$ cat config.mk
export PLATFORM = sky130hd
export DESIGN_NAME = guided_play_sequencer
export DESIGN_NICKNAME = d
export VERILOG_FILES = /design/src/rtl/guided_play_pkg.sv /design/src/rtl/guided_play_sequencer_key_edge_priority.sv /design/src/rtl/guided_play_sequencer.sv
export SDC_FILE = /design/constraint.sdc
export NUM_CORES = 1
export LEC_CHECK = 0
export BUFFER_PORTS_ARGS = -buffer_cell sky130_fd_sc_hd__buf_2
export CAP_MARGIN = 25
export CORE_UTILIZATION = 30
export CTS_CLUSTER_DIAMETER = 150
export CTS_CLUSTER_SIZE = 40
export DETAILED_ROUTE_END_ITERATION = 16
export PLACE_DENSITY = 0.49
export SLEW_MARGIN = 0
export SYNTH_ARGS = -nofsm -noshare
export SYNTH_HDL_FRONTEND = slang
export SYNTH_SLANG_ARGS = --single-unit
$ cat constraint.sdc
create_clock -name clk_in -period 2.5 [get_ports clk_in]
set_clock_uncertainty 0.15 [all_clocks]
set_input_delay 0.75 -clock clk_in [delete_from_list [all_inputs] [get_ports clk_in]]
set_output_delay 0.75 -clock clk_in [all_outputs]
set_load 0.03 [all_outputs]
$ cat src/rtl/guided_play_pkg.sv
`default_nettype none
// ============================================================================
// Module      : guided_play_pkg
// Description : Shared FSM state type and width helper for guided-play logic.
// Revision    : 1.0 - initial release
// ============================================================================
package guided_play_pkg;

   typedef enum logic [0:0] {
      LISTEN = 1'b0,
      JUDGE  = 1'b1
   } gp_state_t;

   // Index width for n items, never narrower than one bit.
   function automatic int gp_width(input int n);
      return (n > 1) ? $clog2(n) : 1;
   endfunction

endpackage
`default_nettype wire

$ cat src/rtl/guided_play_sequencer_key_edge_priority.sv
`default_nettype none
// ============================================================================
// Module      : key_edge_priority
// Description : Rising-edge detect across keys plus lowest-index encoder.
// Revision    : 1.0 - initial release
// ============================================================================
module key_edge_priority
   import guided_play_pkg::*;
#(
   parameter int NUM_KEYS = 8,
   localparam int KW      = gp_width(NUM_KEYS)
) (
   input  logic [NUM_KEYS-1:0] keys_i,
   input  logic [NUM_KEYS-1:0] keys_prev_i,
   output logic                any_edge_o,
   output logic [KW-1:0]       idx_o
);

   logic [NUM_KEYS-1:0] edges;

   assign edges      = keys_i & ~keys_prev_i;
   assign any_edge_o = |edges;

   // Scan downward so the lowest set index is the last one written.
   always_comb begin
      idx_o = '0;
      for (int i = NUM_KEYS - 1; i >= 0; i--) begin
         if (edges[i]) begin
            idx_o = KW'(i);
         end
      end
   end

endmodule
`default_nettype wire

$ cat src/rtl/guided_play_sequencer.sv
`default_nettype none
// ============================================================================
// Module      : guided_play_sequencer
// Description : Judges one key per new press against the song ROM note.
// Revision    : 1.0 - initial release
// ============================================================================
module guided_play_sequencer
   import guided_play_pkg::*;
#(
   parameter int NUM_KEYS       = 8,
   parameter int NOTES_PER_SONG = 9,
   parameter int NUM_SONGS      = 4,
   parameter int MISTAKE_W      = 8,
   localparam int KW            = gp_width(NUM_KEYS),
   localparam int CW            = gp_width(NOTES_PER_SONG),
   localparam int SW            = gp_width(NUM_SONGS)
) (
   input  logic                 clk_in,
   input  logic                 rst_in,
   input  logic [NUM_KEYS-1:0]  keys_in,
   input  logic                 trigger,
   input  logic                 strict_in,
   input  logic                 load_in,
   input  logic [SW-1:0]        song_sel_in,
   input  logic [KW-1:0]        expected_key_in,
   output logic [CW-1:0]        counter,
   output logic [SW-1:0]        song_address,
   output logic [KW-1:0]        key_played,
   output logic                 correct_pulse,
   output logic                 wrong_pulse,
   output logic                 song_done_pulse,
   output logic [MISTAKE_W-1:0] mistakes,
   output logic [MISTAKE_W-1:0] last_mistakes
);

   localparam logic [CW-1:0] LAST_NOTE = CW'(NOTES_PER_SONG - 1);
   localparam logic [SW-1:0] LAST_SONG = SW'(NUM_SONGS - 1);

   gp_state_t             state_q, state_d;
   logic [NUM_KEYS-1:0]   keys_prev_q, keys_prev_d;
   logic [CW-1:0]         counter_q, counter_d;
   logic [SW-1:0]         song_q, song_d;
   logic [KW-1:0]         key_q, key_d;
   logic                  correct_q, correct_d;
   logic                  wrong_q, wrong_d;
   logic                  done_q, done_d;
   logic [MISTAKE_W-1:0]  mist_q, mist_d;
   logic [MISTAKE_W-1:0]  last_q, last_d;

   logic                  any_edge;
   logic [KW-1:0]         edge_idx;
   logic                  advance;

   key_edge_priority #(
      .NUM_KEYS (NUM_KEYS)
   ) u_key_edge_priority (
      .keys_i      (keys_in),
      .keys_prev_i (keys_prev_q),
      .any_edge_o  (any_edge),
      .idx_o       (edge_idx)
   );

   always_comb begin
      state_d     = state_q;
      keys_prev_d = keys_prev_q;
      counter_d   = counter_q;
      song_d      = song_q;
      key_d       = key_q;
      mist_d      = mist_q;
      last_d      = last_q;
      correct_d   = 1'b0;
      wrong_d     = 1'b0;
      done_d      = 1'b0;
      advance     = 1'b0;

      if (load_in) begin
         state_d     = LISTEN;
         keys_prev_d = keys_in;
         counter_d   = '0;
         song_d      = (int'(song_sel_in) >= NUM_SONGS) ? '0 : song_sel_in;
         mist_d      = '0;
      end else begin
         case (state_q)
            LISTEN: begin
               if (trigger) begin
                  keys_prev_d = keys_in;
                  if (any_edge) begin
                     key_d   = edge_idx;
                     state_d = JUDGE;
                  end
               end
            end
            JUDGE: begin
               state_d = LISTEN;
               if (key_q == expected_key_in) begin
                  correct_d = 1'b1;
                  advance   = 1'b1;
               end else begin
                  wrong_d = 1'b1;
                  mist_d  = (&mist_q) ? mist_q : mist_q + 1'b1;
                  advance = ~strict_in;
               end
            end
            default: state_d = LISTEN;
         endcase

         if (advance) begin
            if (counter_q == LAST_NOTE) begin
               // Snapshot includes a mistake made on this final note.
               counter_d = '0;
               done_d    = 1'b1;
               song_d    = (song_q == LAST_SONG) ? '0 : song_q + 1'b1;
               last_d    = mist_d;
               mist_d    = '0;
            end else begin
               counter_d = counter_q + 1'b1;
            end
         end
      end
   end

   always_ff @(posedge clk_in) begin
      if (rst_in) begin
         state_q     <= LISTEN;
         keys_prev_q <= '0;
         counter_q   <= '0;
         song_q      <= '0;
         key_q       <= '0;
         correct_q   <= 1'b0;
         wrong_q     <= 1'b0;
         done_q      <= 1'b0;
         mist_q      <= '0;
         last_q      <= '0;
      end else begin
         state_q     <= state_d;
         keys_prev_q <= keys_prev_d;
         counter_q   <= counter_d;
         song_q      <= song_d;
         key_q       <= key_d;
         correct_q   <= correct_d;
         wrong_q     <= wrong_d;
         done_q      <= done_d;
         mist_q      <= mist_d;
         last_q      <= last_d;
      end
   end

   assign counter         = counter_q;
   assign song_address    = song_q;
   assign key_played      = key_q;
   assign correct_pulse   = correct_q;
   assign wrong_pulse     = wrong_q;
   assign song_done_pulse = done_q;
   assign mistakes        = mist_q;
   assign last_mistakes   = last_q;

endmodule
`default_nettype wire
==> results of run 1 <==
[layer usage]
| metal | track usage, % | share of wire, % | vias up |
|---|---|---|---|
| met5 | 0 | 0 | - |
| li1 | - | - | 756 |
| met3 | 5.238 | 6.1 | 4 |
| met2 | 21.79 | 43 | 35 |
| met4 | 6.226 | 1.2 | 0 |
| met1 | 17.28 | 50 | 626 |
[layout by cell type (no fill, tap or decap), types with 8 or more instances in the layout]
cell type,netlist,routed
mux2i_1,14,14
nand2b_1,13,13
nor3_1,10,10
nand2_1,8,8
nor2_1,28,28
inv_1,9,9
dfxtp_1,37,37
buf_2,1,45
[where the power goes]
| group | switching (mW) | internal (mW) | leakage, nW |
|---|---|---|---|
| clock | 0.222 | 0.324 | 0.0574 |
| sequential | 0.0116 | 0.605 | 0.301 |
| combinational | 0.0725 | 0.0525 | 0.549 |
[registers in the layout (all words and copies together), names as in the netlist]
signal,count
wrong_pulse,1
state_q,1
key_played,3
song_done_pulse,1
keys_prev_q,8
mistakes,8
song_address,2
counter,4
correct_pulse,1
last_mistakes,8
[worst min-delay path by stage]
stage	slack, ps	to	startpoint
finish	330	last_mistakes[6]	last_mistakes[6]
detailed placement	330	keys_prev_q[5]	keys_prev_q[5]
CTS	340	last_mistakes[6]	last_mistakes[6]
floorplan	300	keys_prev_q[2]	keys_prev_q[2]
global placement	320	keys_prev_q[5]	keys_prev_q[5]
global route	360	keys_prev_q[5]	keys_prev_q[5]
[worst max-delay path, delay by kind of cell]
family / cells / cell delay (ps)
compound gates: 1 / 90
buf+inv: 1 / 110
xor+xnor: 1 / 170
mux: 1 / 240
simple gates: 2 / 720
[cell families after synthesis]
group | count (synthesis) | share of synthesized area, %
mux | 14 | 8.290
fa+ha+maj | 3 | 2.221
xor+xnor | 10 | 5.181
simple gates | 76 | 22.73
buf+inv | 17 | 4.736
compound gates | 31 | 13.03
flops | 37 | 43.82
[per-stage QoR]
| step | setup WS [ps] | power (mW) | instances | hold WS [ps] |
|---|---|---|---|---|
| after floorplan | 263.6 | 0.7139 | 188 | 304.3 |
| after global placement | 103.9 | 0.7566 | 303 | 316.9 |
| after detailed placement | 98.75 | 0.7570 | 303 | 325.4 |
| after CTS | 402.2 | 1.306 | 311 | 339.7 |
| after global routing | 220.6 | 1.351 | 311 | 364.3 |
| final | 423.0 | 1.287 | 311 | 334.2 |
[cell usage after synthesis, types with 2 or more instances]
cell,number
o2111ai_1,2
buf_6,2
nand3b_1,3
ha_1,3
nand2b_1,13
o21a_1,2
xnor2_1,6
dfxtp_1,37
nor2_1,28
o21ai_0,5
o22ai_1,4
nand3_1,3
clkbuf_1,4
nor2b_1,3
nand2_1,8
nand4_1,2
a211oi_1,4
a211oi_2,2
nor3_1,10
a21oi_1,6
inv_1,9
xor2_1,4
mux2i_1,14
[area by class of cell]
cell class              instances  area [sq um]  share of cell area (%)
repair buffers                 52         290.3                   13.53
inverters                      10         37.54                   1.749
clock buffers                   6         82.58                   3.848
clock inverters                 2         37.54                   1.749
well taps                      70         87.58                   4.082
flip-flops and latches         37         740.7                   34.52
multi-input cells             134         869.6                   40.52
==> run summary, run 1 <==
status: finished, final reports clean
Critical Path AT: 2080 ps
Mapped Nets: 209
total CTS buffers: 5
Die Area: 5939 sq um
number of DRC markers in iteration 0: 41
Hold Fails Final Rpt: 0
actual slew at the worst max-slew pin: 613.5 ps
Post-Route WL: 3.670 mm
initial antenna violation count: 0
P per Cell Area: 599.9 nW/um^2
R2R Path Start: state_q
Clock Latency Late Sink: 290 ps
FMAX: 0.4815 GHz
Final ANT Viol Nets: 0
share of cells above drive strength 1: 26.97%
core area: 5270 sq um
io pins: 46
R2R Path End: song_address[1]
Peak VDD IR: 0.2996 mV
DR WL/cell: 11.80 um
Final setup viols: 0
Async SR Flop Fraction: 0%
drt drc: 0
Critical Path Source: expected_key_in[0]
Post-synth EDFFs: 0
width of the chip: 77.07 um
GRT Total Usage: 14.06%
area post-placement: 2026 sq um
crit path cell chain: buf_2 -> xor2_1 -> nor3_1 -> nor3_1 -> mux2i_1 -> a211oi_1
clock sink total: 37
Synthesis Warnings: 0
1st-pass router iterations: 3
worst rel slew slack: 58.78%
unrepaired setup endpoints after global routing: no
endpoint class of the critical path: register
synth unique cells: 37
H-Tree Depth: 2
DR vias: 1,421
CP Launch Type: primary input
CP max FO: 6
fin crit period: 2077 ps
number of synthesized register bits: 37
sequential area share after synthesis: 43.82%
Syn Area/Cell: 8.991 sq um
area leader, netlist: dfxtp_1
antenna cells: 0
Max-cap violations: 0
Die Y: 77.07 um
clk slew on worst S/H paths: 80 ps
Hold Crit Depth: 2
grt total ovfl: 0
part of the cycle the worst path needs: 83.08%
max incr delay on CP: 530 ps
Synth Flop Type: dfxtp_1
CTS Hold Bufs: 0
Initial Util: 32.08%
Port Buf Inserts: 45
setup slack, reg-to-reg: 540 ps
Post CTS Setup Buffer Count: 0
worst path required time: 2500 ps
fin area: 2146 sq um
Synth top area share: 43.82%
CTS resizes: 0
Post-Syn Instances: 188
cell with the largest stage delay on the worst path: nor3_1
final-layout fill cell count: 587
Vias/cell: 4.569
Post-Syn Area: 1690 sq um
vias in the first global route: 1,427
pin count of the biggest net entering global routing: 28
Layout Utilization: 40.72%
Syn-to-layout area delta: 26.94%
clock tree from TritonCTS: yes
Nets: 261
CP endpoint: last_mistakes[1]
r2r worst-path depth: 6
gpl congestion: 0.7211
post-route setup TNS: 0 ps
Cell Rows: 26
most frequent CP cell: nor3_1
Area contributors post-synth: dfxtp_1, mux2i_1, nor2_1
dpl hpwl: 2.731 mm
clk buf depth: 2
Final Slew Violations: 0
hold crit path type: register to register
P_leak: 0.9077 nW
critical path class: primary input to register
global-route wire length before repair: 6.520 mm
root buf cell: clkbuf_8
(Power assumes the default switching activity.)
==> run 2, diff against run 1 <==
clock period = 2.1 ns   (was 2.5 ns; I/O delays follow)
==> run 2 against run 1 <==
Wire length rose by 5.6%. Die area unchanged. Final cell count up 3.5%. Total power grew 21%. Worst setup slack lost 320 ps. Critical path depth increased by 1. Register-to-register slack worse by 390 ps. Worst hold slack improved by 1.9 ps. Via count grew 2.1%. Critical path type unchanged. Largest cell class unchanged. Largest power group unchanged. Highest routed layer unchanged.
==> run summary, run 2 (synthesis results as in run 1) <==
FMAX: 0.4998 GHz
Post-Route WL: 3.875 mm
actual slew at the worst max-slew pin: 334.6 ps
Clock Latency Late Sink: 300 ps
vias in the first global route: 1,455
worst rel slew slack: 77.46%
P per Cell Area: 692.5 nW/um^2
worst path required time: 2150 ps
H-Tree Depth: 2
drt drc: 0
Layout Utilization: 42.71%
Initial Util: 32.08%
fin area: 2251 sq um
unrepaired setup endpoints after global routing: no
critical path class: primary input to register
CTS resizes: 0
clock sink total: 37
crit path cell chain: buf_2 -> xor2_2 -> o41a_1 -> nor3_4 -> buf_12 -> nor2_1 -> a211oi_1
1st-pass router iterations: 4
P_leak: 0.9657 nW
dpl hpwl: 2.929 mm
part of the cycle the worst path needs: 95.28%
Die Area: 5939 sq um
grt total ovfl: 0
Final Slew Violations: 0
CP Launch Type: primary input
met2 Use GR: 23.48%
DR vias: 1,451
commonest non-fill, non-tap cell in the layout: buf_2
endpoint class of the critical path: register
clock tree from TritonCTS: yes
area post-placement: 2121 sq um
Nets: 272
width of the chip: 77.07 um
initial antenna violation count: 0
Hold Fails Final Rpt: 0
status: finished, final reports clean
antenna cells: 0
grt peak-use layer: met2
Critical Path AT: 2050 ps
CTS Hold Bufs: 0
fin crit period: 2001 ps
Peak VDD IR: 0.2816 mV
Max-cap violations: 0
Final ANT Viol Nets: 0
core area: 5270 sq um
GRT Total Usage: 14.75%
clk buf depth: 2
share of cells above drive strength 1: 32.14%
Vias/cell: 4.506
pin count of the biggest net entering global routing: 13
max incr delay on CP: 480 ps
DR WL/cell: 12.03 um
Port Buf Inserts: 45
clk slew on worst S/H paths: 80 ps
Post CTS Setup Buffer Count: 0
Total Power: 1.559 mW
Die Y: 77.07 um
global-route wire length before repair: 6.934 mm
met3 usage: 3.214%
most frequent cells in the layout: buf_2, dfxtp_1, nor2_1
gpl congestion: 0.7468
io pins: 46
cell with the largest stage delay on the worst path: o41a_1
total CTS buffers: 5
setup slack, reg-to-reg: 150 ps
Final setup viols: 0
Cell Rows: 26
CP max FO: 12
root buf cell: clkbuf_8
number of DRC markers in iteration 0: 55
met1 usage: 19.13%
hold crit path type: register to register
Syn-to-layout area delta: 33.16%
run 2: cell count changes in the layout (fill, tap and decap cells not counted), sizes merged:
cell	change
buf	+11
run 2: worst paths after layout:
kind	from	to	cells after the start
setup / recovery	expected_key_in[1]	last_mistakes[0]	7
hold / removal	keys_prev_q[3]	keys_prev_q[3]	2
setup reg to reg	key_played[1]	last_mistakes[0]	6
hold reg to reg	keys_prev_q[3]	keys_prev_q[3]	2
run 2: through the flow:
| stage | std cells | worst slack (ps) | TNS, ps | hold slack (ps) |
|---|---|---|---|---|
| after detailed placement | 314 | -195.5 | -2411 | 327.4 |
| after global routing | 322 | 13.58 | 0 | 371.8 |
| final | 322 | 99.19 | 0 | 336.1 |
| after global placement | 314 | -158.7 | -2273 | 316.9 |
| after floorplan | 188 | -10.20 | -20.39 | 304.3 |
| after CTS | 322 | 85.05 | 0 | 346.8 |
run 2: metal layers:
metal / routed length, um / up-vias
met5: 0 / -
met4: 55 / 0
met3: 152 / 5
met2: 1706 / 27
met1: 1960 / 650
li1: - / 769
run 2: final cells by class:
| type | instances | area (sq um) |
|---|---|---|
| multi-input combinational | 134 | 892.1 |
| timing repair buffer | 63 | 372.9 |
| clock buffer | 6 | 82.58 |
| tap | 70 | 87.58 |
| inverter | 10 | 37.54 |
| sequential | 37 | 740.7 |
| fill | 567 | 3019 |
| clock inverter | 2 | 37.54 |
run 2: report_power, final:
group,total [mW],switching (mW),internal (mW)
clock,0.658,0.271,0.386
sequential,0.732,0.0124,0.720
combinational,0.169,0.0924,0.0763
total,1.56,0.376,1.18
run 2: worst max-delay path, delay by kind of cell:
| family | cells | cell delay (ps) |
|---|---|---|
| xor gates and xnor gates | 1 | 150 |
| buffers and inverters | 2 | 280 |
| and+or+nand+nor | 2 | 300 |
| AOI/OAI and AO/OA | 2 | 680 |
==> run 3, diff against run 2 <==
PLACE_DENSITY = 0.48   (was 0.49)
SYNTH_HIERARCHICAL = 1   (was not set)
==> run 3 against run 2 <==
Design area grew 8.7%. Register-to-register slack worse by 30 ps. Sequential power is essentially flat. Total power rose by 7.5%. Utilization decreased by 1.4 points. Combinational power rose by 20%. Worst hold slack worse by 20 ps. Die area rose by 9.2%.
==> run summary, run 3 <==
status: finished, final reports clean
Synth Flop Type: dfxtp_1
Synthesis Warnings: 6
Layout Cells excl Fill: 343
critical path class: register to register
drt drc: 0
commonest non-fill, non-tap cell in the layout: buf_2
antenna cells: 0
width of the chip: 80.54 um
hold crit path type: register to register
GRT Total Usage: 14.91%
Vias/cell: 4.904
Sw Pwr: 0.3909 mW
pin count of the biggest net entering global routing: 25
unrepaired setup endpoints after global routing: no
P_leak: 1.028 nW
CP max FO: 12
Die Area: 6487 sq um
Initial Util: 31.26%
Final ANT Viol Nets: 0
most frequent cells in the layout: buf_2, dfxtp_1, buf_4
DR vias: 1,682
number of DRC markers in iteration 0: 75
DR WL/cell: 13.15 um
Syn Area/Cell: 9.207 sq um
internal power: 1.284 mW
CTS Hold Bufs: 0
Async SR Flop Fraction: 0%
area leader, netlist: dfxtp_1
root buf cell: clkbuf_8
most common cell in the synthesized netlist: dfxtp_1
Post CTS Setup Buffer Count: 0
post-route setup TNS: 0 ps
H-Tree Depth: 2
part of the cycle the worst path needs: 94.19%
vias in the first global route: 1,551
worst rel slew slack: 71.64%
Post-Syn Area: 1851 sq um
Clock power frac: 44.2%
Peak VDD IR: 0.2773 mV
CTS resizes: 0
Final setup viols: 0
Hold Fails Final Rpt: 0
clk slew on worst S/H paths: 80 ps
io pins: 46
CP Launch Type: register
Syn-to-layout area delta: 32.25%
FMAX: 0.5056 GHz
Die Y: 80.54 um
clk buf depth: 2
1st-pass router iterations: 4
gpl congestion: 0.8228
Area contributors post-synth: dfxtp_1, mux2i_1, a21oi_1
grt total ovfl: 0
actual slew at the worst max-slew pin: 423.0 ps
Mapped Nets: 223
switch share: 23.33%
Clock Latency Late Sink: 290 ps
Synth top area share: 40.03%
sequential area share after synthesis: 40.03%
Final Slew Violations: 0
fin crit period: 1978 ps
P per Cell Area: 684.5 nW/um^2
worst path required time: 2160 ps
synth unique cells: 48
clock sink total: 37
Post-synth EDFFs: 0
Post-Route WL: 4.510 mm
dpl hpwl: 3.383 mm
endpoint class of the critical path: register
initial antenna violation count: 0
sequential share of power: 43.7%
Post-Syn Instances: 201
Max-cap violations: 0
core area: 5921 sq um
share of cells above drive strength 1: 32.84%
total CTS buffers: 5
Cell Rows: 28
Critical Path AT: 2040 ps
Total Power: 1.675 mW
number of synthesized register bits: 37
most frequent cells after synthesis: dfxtp_1, nor2_1, a21oi_1, mux2i_1, inv_1
placed insts: 335
clock tree from TritonCTS: yes
combinational power share: 12.1%
global-route wire length before repair: 7.362 mm
Port Buf Inserts: 45
Nets: 289
[run 3: cell types whose count changed in the layout (fill, tap and decap cells not counted), sizes merged, moves of 3 or more]
cell,change
buf,+3
nor2b,+4
a31oi,+4
or4,+3
nor3,-6
a311oi,+5
o22ai,-3
xnor2,-3
o21ai,+3
a211oi,-6
a21oi,+9
nor2,-11
nand2b,-5
o31ai,+4
[run 3: cell families after synthesis]
group	after synthesis	synth area share, %
adder cells (fa/ha/maj)	4	2.705
multiplexers	13	7.032
XOR/XNOR	6	4.057
AND/OR/NAND/NOR	72	22.79
flip-flops	37	40.03
buffers and inverters	19	3.989
AO/OA/AOI/OAI	50	19.41
[run 3: routing by layer]
metal	share of wire, %	global-route usage [%]
met1	50	20.47
met2	44	22.54
met3	4.6	3.750
met4	1.4	4.821
met5	0	0
[run 3: final timing paths]
kind	startpoint	cells after the start	slack, ps	end
max	mistakes[0]	5	120	last_mistakes[2]
min	last_mistakes[5]	2	320	last_mistakes[5]
min reg2reg	last_mistakes[5]	2	320	last_mistakes[5]
max reg2reg	mistakes[0]	5	120	last_mistakes[2]
[run 3: through the flow]
step | worst slack, ps | hold slack [ps] | cell area, sq um | util [%]
6_report | 122.0 | 316.4 | 2447 | 41.34
5_1_grt | 8.449 | 340.3 | 2447 | 41.34
4_1_cts | 116.2 | 322.8 | 2447 | 41.34
3_5_place_dp | -66.93 | 309.7 | 2313 | 39.07
3_3_place_gp | -54.18 | 305.8 | 2313 | 39.07
2_1_floorplan | 52.91 | 304.3 | 1853 | -
[run 3: power by group through the flow]
stage / registers, mW / clock network (mW) / logic (mW)
2_1_floorplan: 0.759 / 0 / 0.106
3_3_place_gp: 0.749 / 0 / 0.204
3_5_place_dp: 0.749 / 0 / 0.205
4_1_cts: 0.733 / 0.764 / 0.205
5_1_grt: 0.735 / 0.784 / 0.225
6_report: 0.732 / 0.740 / 0.202
[run 3: final cells by class]
class	instances	area, sq um
Clock inverter	3	65.06
Timing Repair Buffer	66	395.4
Tap cell	75	93.84
Clock buffer	5	68.82
Fill cell	615	3473
Sequential cell	37	743.2
Inverter	12	45.04
Multi-Input combinational cell	145	1036
[run 3: critical path, stage by stage, from the launching register on]
cell      delay [ps]
dfxtp_2          320
ha_1             210
and3_1           220
and4_4           240
or4_1            490
a311oi_1         260
